<file path="src/rtl/dht11_responder.sv">
// DHT11 sensor-side responder: detects a host start pulse on the open-drain line,
// then drives the response preamble and a 40-bit frame with standard DHT11 pulse widths.
module dht11_responder #(
  parameter int START_MIN  = 18000,
  parameter int RESP_DELAY = 30,
  parameter int RESP_LOW   = 80,
  parameter int RESP_HIGH  = 80,
  parameter int BIT_LOW    = 50,
  parameter int ZERO_HIGH  = 26,
  parameter int ONE_HIGH   = 70
) (
  input  logic       clk,
  input  logic       rst,
  input  logic       dat_i,
  output logic       dat_oe,
  input  logic [7:0] humid_int,
  input  logic [7:0] humid_dec,
  input  logic [7:0] temp_int,
  input  logic [7:0] temp_dec,
  input  logic       inject_err,
  output logic       busy,
  output logic       frame_done,
  output logic       short_start,
  output logic [2:0] state_dbg
);

  localparam logic [2:0] IDLE  = 3'd0;
  localparam logic [2:0] MEAS  = 3'd1;
  localparam logic [2:0] DELAY = 3'd2;
  localparam logic [2:0] RLOW  = 3'd3;
  localparam logic [2:0] RHIGH = 3'd4;
  localparam logic [2:0] BLOW  = 3'd5;
  localparam logic [2:0] BHIGH = 3'd6;

  localparam logic [14:0] START_LC   = 15'(START_MIN);
  localparam logic [15:0] DELAY_LAST = 16'(RESP_DELAY - 1);
  localparam logic [15:0] RLOW_LAST  = 16'(RESP_LOW - 1);
  localparam logic [15:0] RHIGH_LAST = 16'(RESP_HIGH - 1);
  localparam logic [15:0] BLOW_LAST  = 16'(BIT_LOW - 1);
  localparam logic [15:0] ZERO_LAST  = 16'(ZERO_HIGH - 1);
  localparam logic [15:0] ONE_LAST   = 16'(ONE_HIGH - 1);

  logic        sync_q;
  logic        ds;
  logic        ds_prev;
  logic [2:0]  state;
  logic [14:0] lc;
  logic [15:0] cnt;
  logic [15:0] phase_last;
  logic        phase_end;
  logic        timed;
  logic [5:0]  bit_idx;
  logic [39:0] frame;
  logic [7:0]  sum;
  logic [7:0]  chk;
  logic        rise;

  assign state_dbg = state;
  assign rise      = ds & ~ds_prev;
  assign sum       = humid_int + humid_dec + temp_int + temp_dec;
  assign chk       = {sum[7:1], sum[0] ^ inject_err};

  // Length of the current timed phase; BHIGH width follows the bit at the frame MSB.
  always_comb begin
    phase_last = '0;
    timed      = 1'b1;
    case (state)
      DELAY:   phase_last = DELAY_LAST;
      RLOW:    phase_last = RLOW_LAST;
      RHIGH:   phase_last = RHIGH_LAST;
      BLOW:    phase_last = BLOW_LAST;
      BHIGH:   phase_last = frame[39] ? ONE_LAST : ZERO_LAST;
      default: timed = 1'b0;
    endcase
  end

  assign phase_end = (cnt == phase_last);

  always_ff @(posedge clk or posedge rst) begin
    if (rst) begin
      // Synchronizer resets to the idle (pulled-up) level so reset never looks like a start.
      sync_q      <= 1'b1;
      ds          <= 1'b1;
      ds_prev     <= 1'b1;
      state       <= IDLE;
      lc          <= '0;
      cnt         <= '0;
      bit_idx     <= '0;
      frame       <= '0;
      dat_oe      <= 1'b0;
      busy        <= 1'b0;
      frame_done  <= 1'b0;
      short_start <= 1'b0;
    end else begin
      sync_q      <= dat_i;
      ds          <= sync_q;
      ds_prev     <= ds;
      frame_done  <= 1'b0;
      short_start <= 1'b0;
      cnt         <= (timed && !phase_end) ? cnt + 16'd1 : '0;
      case (state)
        IDLE: begin
          if (!ds) begin
            state <= MEAS;
            lc    <= 15'd1;
          end
        end
        MEAS: begin
          if (rise) begin
            if (lc >= START_LC) begin
              frame   <= {humid_int, humid_dec, temp_int, temp_dec, chk};
              bit_idx <= '0;
              busy    <= 1'b1;
              state   <= DELAY;
            end else begin
              short_start <= 1'b1;
              state       <= IDLE;
            end
          end else if (!ds && lc < START_LC) begin
            lc <= lc + 15'd1;
          end
        end
        DELAY: begin
          if (phase_end) begin
            state  <= RLOW;
            dat_oe <= 1'b1;
          end
        end
        RLOW: begin
          if (phase_end) begin
            state  <= RHIGH;
            dat_oe <= 1'b0;
          end
        end
        RHIGH: begin
          if (phase_end) begin
            state  <= BLOW;
            dat_oe <= 1'b1;
          end
        end
        BLOW: begin
          if (phase_end) begin
            dat_oe <= 1'b0;
            if (bit_idx == 6'd40) begin
              state      <= IDLE;
              busy       <= 1'b0;
              frame_done <= 1'b1;
              lc         <= '0;
            end else begin
              state <= BHIGH;
            end
          end
        end
        BHIGH: begin
          if (phase_end) begin
            frame   <= {frame[38:0], 1'b0};
            bit_idx <= bit_idx + 6'd1;
            state   <= BLOW;
            dat_oe  <= 1'b1;
          end
        end
        default: begin
          state  <= IDLE;
          dat_oe <= 1'b0;
          busy   <= 1'b0;
        end
      endcase
    end
  end

endmodule

</file>
<file path="config.mk">
export PLATFORM = sky130hd
export DESIGN_NAME = dht11_responder
export DESIGN_NICKNAME = d
export VERILOG_FILES = /design/src/rtl/dht11_responder.sv
export SDC_FILE = /design/constraint.sdc
export NUM_CORES = 1
export LEC_CHECK = 0
export ABC_AREA = 0
export BUFFER_PORTS_ARGS = -buffer_cell sky130_fd_sc_hd__clkbuf_2
export CAP_MARGIN = 0
export CORE_MARGIN = 2
export CORE_UTILIZATION = 50
export DETAILED_ROUTE_END_ITERATION = 10
export PLACE_DENSITY_LB_ADDON = 0.15
export SETUP_SLACK_MARGIN = 0.05
export SYNTH_ARGS = -nofsm -noshare
export SYNTH_HDL_FRONTEND = slang
export SYNTH_SLANG_ARGS = --single-unit
export TNS_END_PERCENT = 20
</file>
<file path="constraint.sdc">
create_clock -name clk -period 5.99 [get_ports clk]
set_input_delay 0.2995 -clock clk [delete_from_list [all_inputs] [get_ports clk]]
set_output_delay 0.2995 -clock clk [all_outputs]
set_load 0.005 [all_outputs]
</file>
### After elaboration in Yosys (flattened, before gate mapping)

Index checks and enable logic that the tools add are counted.

* magnitude comparators: 2
* multipliers: 0
* equal/unequal tests: 21
* shift-type cells: 0
* reductions and logical operators: 19
* div/mod/pow operators: 0
* muxes and demuxes: 41
* bitwise gates (word level): 5
* add/subtract/negate cells: 6

Operators by type and width (count)
* $mux 40: 3
* $pmux 40 s2: 1
* $mux 15: 5
* $pmux 15 s3: 1
* $pmux 7 s4: 1
* $add 8x8->8: 3
* $mux 3: 7
* $ne 2x2->1 const B: 10
* $mux 6: 3
* $pmux 3 s6: 1
* $add 16x1->16 const B: 1
* $eq 16x16->1: 1
* $mux 16: 1
* $add 15x1->15 const B: 1
* $ge 15x15->1 const B: 1
* $lt 15x15->1 const B: 1
* $mux 1: 13
* $pmux 6 s2: 1
* $reduce_and 6->1: 2
* $reduce_or 5->1: 2
* $eq 3x3->1 const B: 3
* $reduce_or 2->1: 4
* $mux 7: 1
* $add 6x1->6 const B: 1
* 18 further kinds: 26

* output and inout port bits: 7
* bits in latches: 0
* memory bits (read-only): 0
* RAM bits: 0
* bits in registers: 87
* memories kept: 0
* word-level logic and storage cells: 106

### Logic depth before layout (Yosys ltp)

* depth in word-level cells: 7
* depth in mapped cells: 13

### Worst setup path after synthesis

Ideal clock, no wire load.

* path type: input port to flip-flop
* from: input humid_int[1]
* to: register frame[7]
* library setup time: 0.128 ns
* data required time: 5.862 ns
* arrival time: 3.068 ns
* path buffers: 0
* slack: 2.795 ns
* cell stages on the path: 13
* path through: inv_1 > fa_1 > fa_1 > inv_1 > ha_1 > fa_1 > a21o_1 > a21oi_1 > o21bai_1 > a21oi_1 > xnor2_1 > a21oi_1 > mux2_1

* longest elaborated chain between the ends: 6

RTL lines
* start, declared: line 16 `input logic [7:0] humid_int,`
* $add 8x8->8 (3 in series): line 60 `assign sum = humid_int + humid_dec + temp_int + temp_dec;`
* $mux 40: line 110 `if (lc >= START_LC) begin`
* $mux 40: line 109 `if (rise) begin`
* $pmux 40 s2: line 101 `case (state)`
* end signal, assigned: line 111 `frame <= {humid_int, humid_dec, temp_int, temp_dec, chk};`
* end signal, assigned: line 156 `frame <= {frame[38:0], 1'b0};`
* end, declared: line 53 `logic [39:0] frame;`

Every way passes these cells. The select of a mux whose other input is x is not followed.
A chain may end at the register's enable or synchronous reset.

### Worst setup path after layout

* from: register state[2] (netlist: state_dbg[2])
* to: register frame[6]

* longest elaborated chain between the ends: 6

RTL lines
* start, declared: line 46 `logic [2:0] state;`
* start signal, assigned: line 85 `state <= IDLE;`
* start signal, assigned: line 104 `state <= MEAS;`
* start signal, assigned: line 114 `state <= DELAY;`
* $eq 3x3->1 / $eq 3x2->1 (equally long branches): line 67 `case (state)`
* $reduce_or 2->1 (no line)
* $pmux 7 s4: line 67
* $eq 16x16->1: line 77 `assign phase_end = (cnt == phase_last);`
* $ne 2x2->1 (no line)
* $reduce_and 4->1 (no line)

Parallel ways exist; a longest one is shown, timed or not.

==> results by stage <==
Final layout:
- The repair_antennas step left the layout with diodes totalling 0.
- The final net count is 677.
- The library cell used most frequently in the layout, excluding fill and tap cells, is sky130_fd_sc_hd__dfrtp_1.
- From synthesis to final layout, the design area changed by 9.01%.
- Leaving out fill and tap cells, the most frequent cells in the layout are sky130_fd_sc_hd__dfrtp_1 (84), sky130_fd_sc_hd__nor2_1 (65), sky130_fd_sc_hd__nand3_1 (62).
- The fraction of layout instances using a drive strength above 1 is 13.1%.
- The number of fill cells is 951.

Floorplan:
- The floorplan has 37 rows.
- The total area inside the core boundary comes to 10300 um^2.
- The height of the chip is 107 um.
- Measured along the x axis, the die boundary spans 107 um.
- The die outline area is 11500 um^2.
- In this run the count of I/O pins placed on the die edge is 43.
- The initial core utilization is 51.4%.

Synthesis:
- The post-synthesis sequential area ratio is 41.1%.
- Dividing the synthesized area by the synthesized cell count gives 8.99 um^2.
- The synthesized net count is 652.
- Counting flops and latches in the post-synthesis netlist gives 87.
- The most used flip-flop cell after synthesis is sky130_fd_sc_hd__dfrtp_1.
- The share of flip-flops with an asynchronous set or reset is 100%.
- After synthesis, the cell types taking the most area are sky130_fd_sc_hd__dfrtp_1 (40%), sky130_fd_sc_hd__nand3_1 (5.8%), sky130_fd_sc_hd__fa_1 (5.3%).
- The synthesized design contains 0 enable-type register cells.
- The number of library cell types mapped by synthesis is 65.
- In this run the biggest area consumer among cell types represents 39.6% of the synthesized area.
- Counting every instance in the synthesized netlist gives 590.
- The largest area contributor in the synthesized netlist is sky130_fd_sc_hd__dfrtp_1.
- The yosys synthesis warning count is 0.
- The netlist area before placement is 5310 um^2.

Clock tree:
- Clock tree synthesis selected as its root buffer the cell sky130_fd_sc_hd__clkbuf_8.
- The clock tree from TritonCTS is yes.
- The number of H-tree branching levels is 3.
- Clock-pin slew was measured on the worst setup and hold paths at 0.10 ns.
- The clock insertion delay at the later pin of the skew report is 0.36 ns.
- For this design, the sink count on the clock tree is 87.
- The maximum number of buffers from clock root to sink is 2.
- The number of gates resized after cts is 0.
- The TritonCTS buffer count is 9.

Worst setup path:
- The kind of capture point of the worst setup path is a flip-flop.
- The register-to-register setup slack is 2.39 ns.
- The largest fanout on the critical path is 58.
- The most critical setup path has its startpoint at state_dbg[2].
- Traced cell by cell, the critical path runs through clkinv_1 > nor3_2 > buf_4 > nand3_2 > nand2_2 > mux2_2.
- The delay of the slowest cell on the worst path is 0.79 ns.
- STA puts the critical path data required time at 6.23 ns.
- The start of the worst register-to-register path is state_dbg[2].
- STA classifies the critical path startpoint as a flip-flop.
- Data arrives at the worst endpoint at 3.84 ns.
- The library cell contributing the largest single delay on the critical path is sky130_fd_sc_hd__nand3_2.
- The type of the setup path with the least slack is reg -> reg.

Drt:
- The iteration-0 DRC count of the detailed router is 270.
- The final wirelength is 11.6 mm.
- The average routed wire per standard cell is 15.3 um.
- The DRC violation count after routing is 0.
- The post-route antenna net violation count is 0.
- The number of vias per cell is 5.60.
- The length of the first detailed-routing pass in iterations is 5.
- The via total after detailed routing is 4232.

Power and ir drop:
- In this run, flip-flops and latches consume 46.7% of the power.
- Power spread over the standard cell area amounts to 234 nW/um^2.
- The internal power is 0.960 mW.
- The maximum ir drop on the vdd rail is 109 uV.
- Net switching is 29.0% of the power.
- The share of total power dissipated in combinational logic is 18.6%.
- The clock network fraction of total power is 34.7%.
- In this run the static leakage power is 2.85 nW.
- The power dissipated by switching net loads is 0.391 mW.

STA:
- The setup TNS is 0 ns.
- The final setup violation count is 0.
- Setup repair after global routing left no endpoint under its margin.
- In the finished design, the share of the clock period the worst path needs comes to 60.0%.
- The pin slew with the least headroom to its limit is 0.904 ns.
- The total count of max-transition violations in the final report is 0.
- The final count of hold timing violations is 0.
- Clock skew on the completed layout was measured at 0.0164 ns.
- The highest achievable clock rate is 278 MHz.
- After layout, the minimum clock period comes to 3.60 ns.
- The worst relative slew slack is 39.6%.
- The worst path meets setup with 2.39 ns of slack.

GRT:
- The number of global-route vias before repair is 4000.
- The number of antenna violations at the first check in global routing is 0.
- The first-pass GRT wire length is 19.7 mm.
- The overall global routing resource usage is 21.6%.
- Global routing finished with a remaining overflow of 0.
- Entering global routing, the biggest net connects 72 pins.

Outcome:
- The flow ran to the end, and the final reports show no timing, DRC or antenna violations.

Placed design:
- The post-placement worst setup slack is 2.46 ns.
- Routability-driven placement finished with a final weighted congestion of 0.878.
- The number of port buffers is 42.
- The HPWL after detailed placement is 8.04 mm.

Flow run:
- The count of maximum capacitance violations is 0.

Min path:
- The source of the worst hold timing path is temp_int[0].
- The path category of the worst min-delay check is in -> reg.
==> metal layers <==
| metal | GRT usage [%] | up-vias | wire [um] |
|---|---|---|---|
| li1 | - | 2084 | - |
| met1 | 31.6 | 2022 | 5680 |
| met2 | 32.3 | 114 | 5230 |
| met3 | 4.74 | 12 | 546 |
| met4 | 6.22 | 0 | 120 |
| met5 | 0 | - | 0 |
==> what timing repair did <==
| item | 4_1_cts | 5_1_grt |
|---|---|---|
| buffers inserted | 0 | 0 |
| hold buffers | 2 | 0 |
| hold endpoints to repair | 17 | 0 |
==> registers in the layout, summed over array words and instances, names as in the netlist <==
register	count
frame	40
short_start	1
busy	1
bit_idx	6
lc	15
state_dbg	3
dat_oe	1
frame_done	1
cnt	16
sync_q	1
ds_prev	1
ds	1
==> power groups by stage <==
| stage | combinational, mW | clock [mW] | sequential, mW |
|---|---|---|---|
| 2_1_floorplan | 0.200 | 0 | 0.630 |
| 3_3_place_gp | 0.246 | 0 | 0.642 |
| 3_5_place_dp | 0.251 | 0 | 0.642 |
| 4_1_cts | 0.254 | 0.478 | 0.631 |
| 5_1_grt | 0.290 | 0.507 | 0.635 |
| 6_report | 0.251 | 0.469 | 0.632 |
==> layout make-up <==
class | instances | area (um^2) | share of cell area [%]
sequential | 87 | 2180 | 37.7
inverter | 54 | 204 | 3.53
tap | 136 | 170 | 2.94
clock buffer | 10 | 128 | 2.21
multi-input combinational | 415 | 2750 | 47.5
timing repair buffer | 48 | 260 | 4.50
clock inverter | 6 | 92.6 | 1.60
==> logic make-up (layout without fill, tap and decap cells) <==
kind of cell | Yosys count | count (layout) | share of synthesized area [%]
AOI/OAI and AO/OA | 142 | 142 | 16.9
DFF | 87 | 87 | 41.1
adders and majority gates | 26 | 26 | 8.11
buffers and inverters | 88 | 118 | 7.19
xor gates and xnor gates | 27 | 27 | 4.46
and+or+nand+nor | 204 | 204 | 19.0
muxes | 16 | 16 | 3.23
==> synth_stat cells, drive strengths merged (2+ instances only) <==
cell / count
a21o: 14
dfrtp: 84
or4: 2
nand3b: 2
mux2: 6
nor2: 65
nand2b: 5
nor3b: 3
o2bb2ai: 2
nand2: 22
nand3: 64
o21ai: 49
nor3: 13
and4b: 2
xnor2: 20
a31o: 2
and3: 12
a22oi: 2
nor4: 2
ha: 12
xor2: 7
a21oi: 40
mux2i: 10
o21bai: 4
inv: 53
clkbuf: 9
o31ai: 6
a31oi: 4
fa: 14
dfstp: 3
a211o: 4
buf: 25
nand4: 6
nor2b: 2
==> final timing paths <==
kind	to	cells after the start
setup / recovery	frame[6]	6
hold / removal	frame[16]	3
setup reg to reg	frame[6]	6
hold reg to reg	ds	0
max in group asynchronous	bit_idx[1]	4
min in group asynchronous	frame[17]	3
==> critical path: cells and delay by family, from the launching register on <==
family	cells	cell delay, ns
AND/OR/NAND/NOR	3	1.47
buffers and inverters	2	0.91
flip-flops	1	0.71
multiplexers	1	0.37
==> per-stage QoR <==
stage	hold WS, ns	power (mW)	std cells	util [%]	instance area, um^2
6_report	0.260	1.35	756	56.0	5780
5_1_grt	0.243	1.43	756	56.0	5780
4_1_cts	0.229	1.36	756	56.0	5780
3_5_place_dp	0.244	0.893	738	53.7	5540
3_3_place_gp	0.242	0.888	738	53.7	5540
2_1_floorplan	0.304	0.831	590	-	5310
No activity file was read; power rests on OpenSTA's default activity.
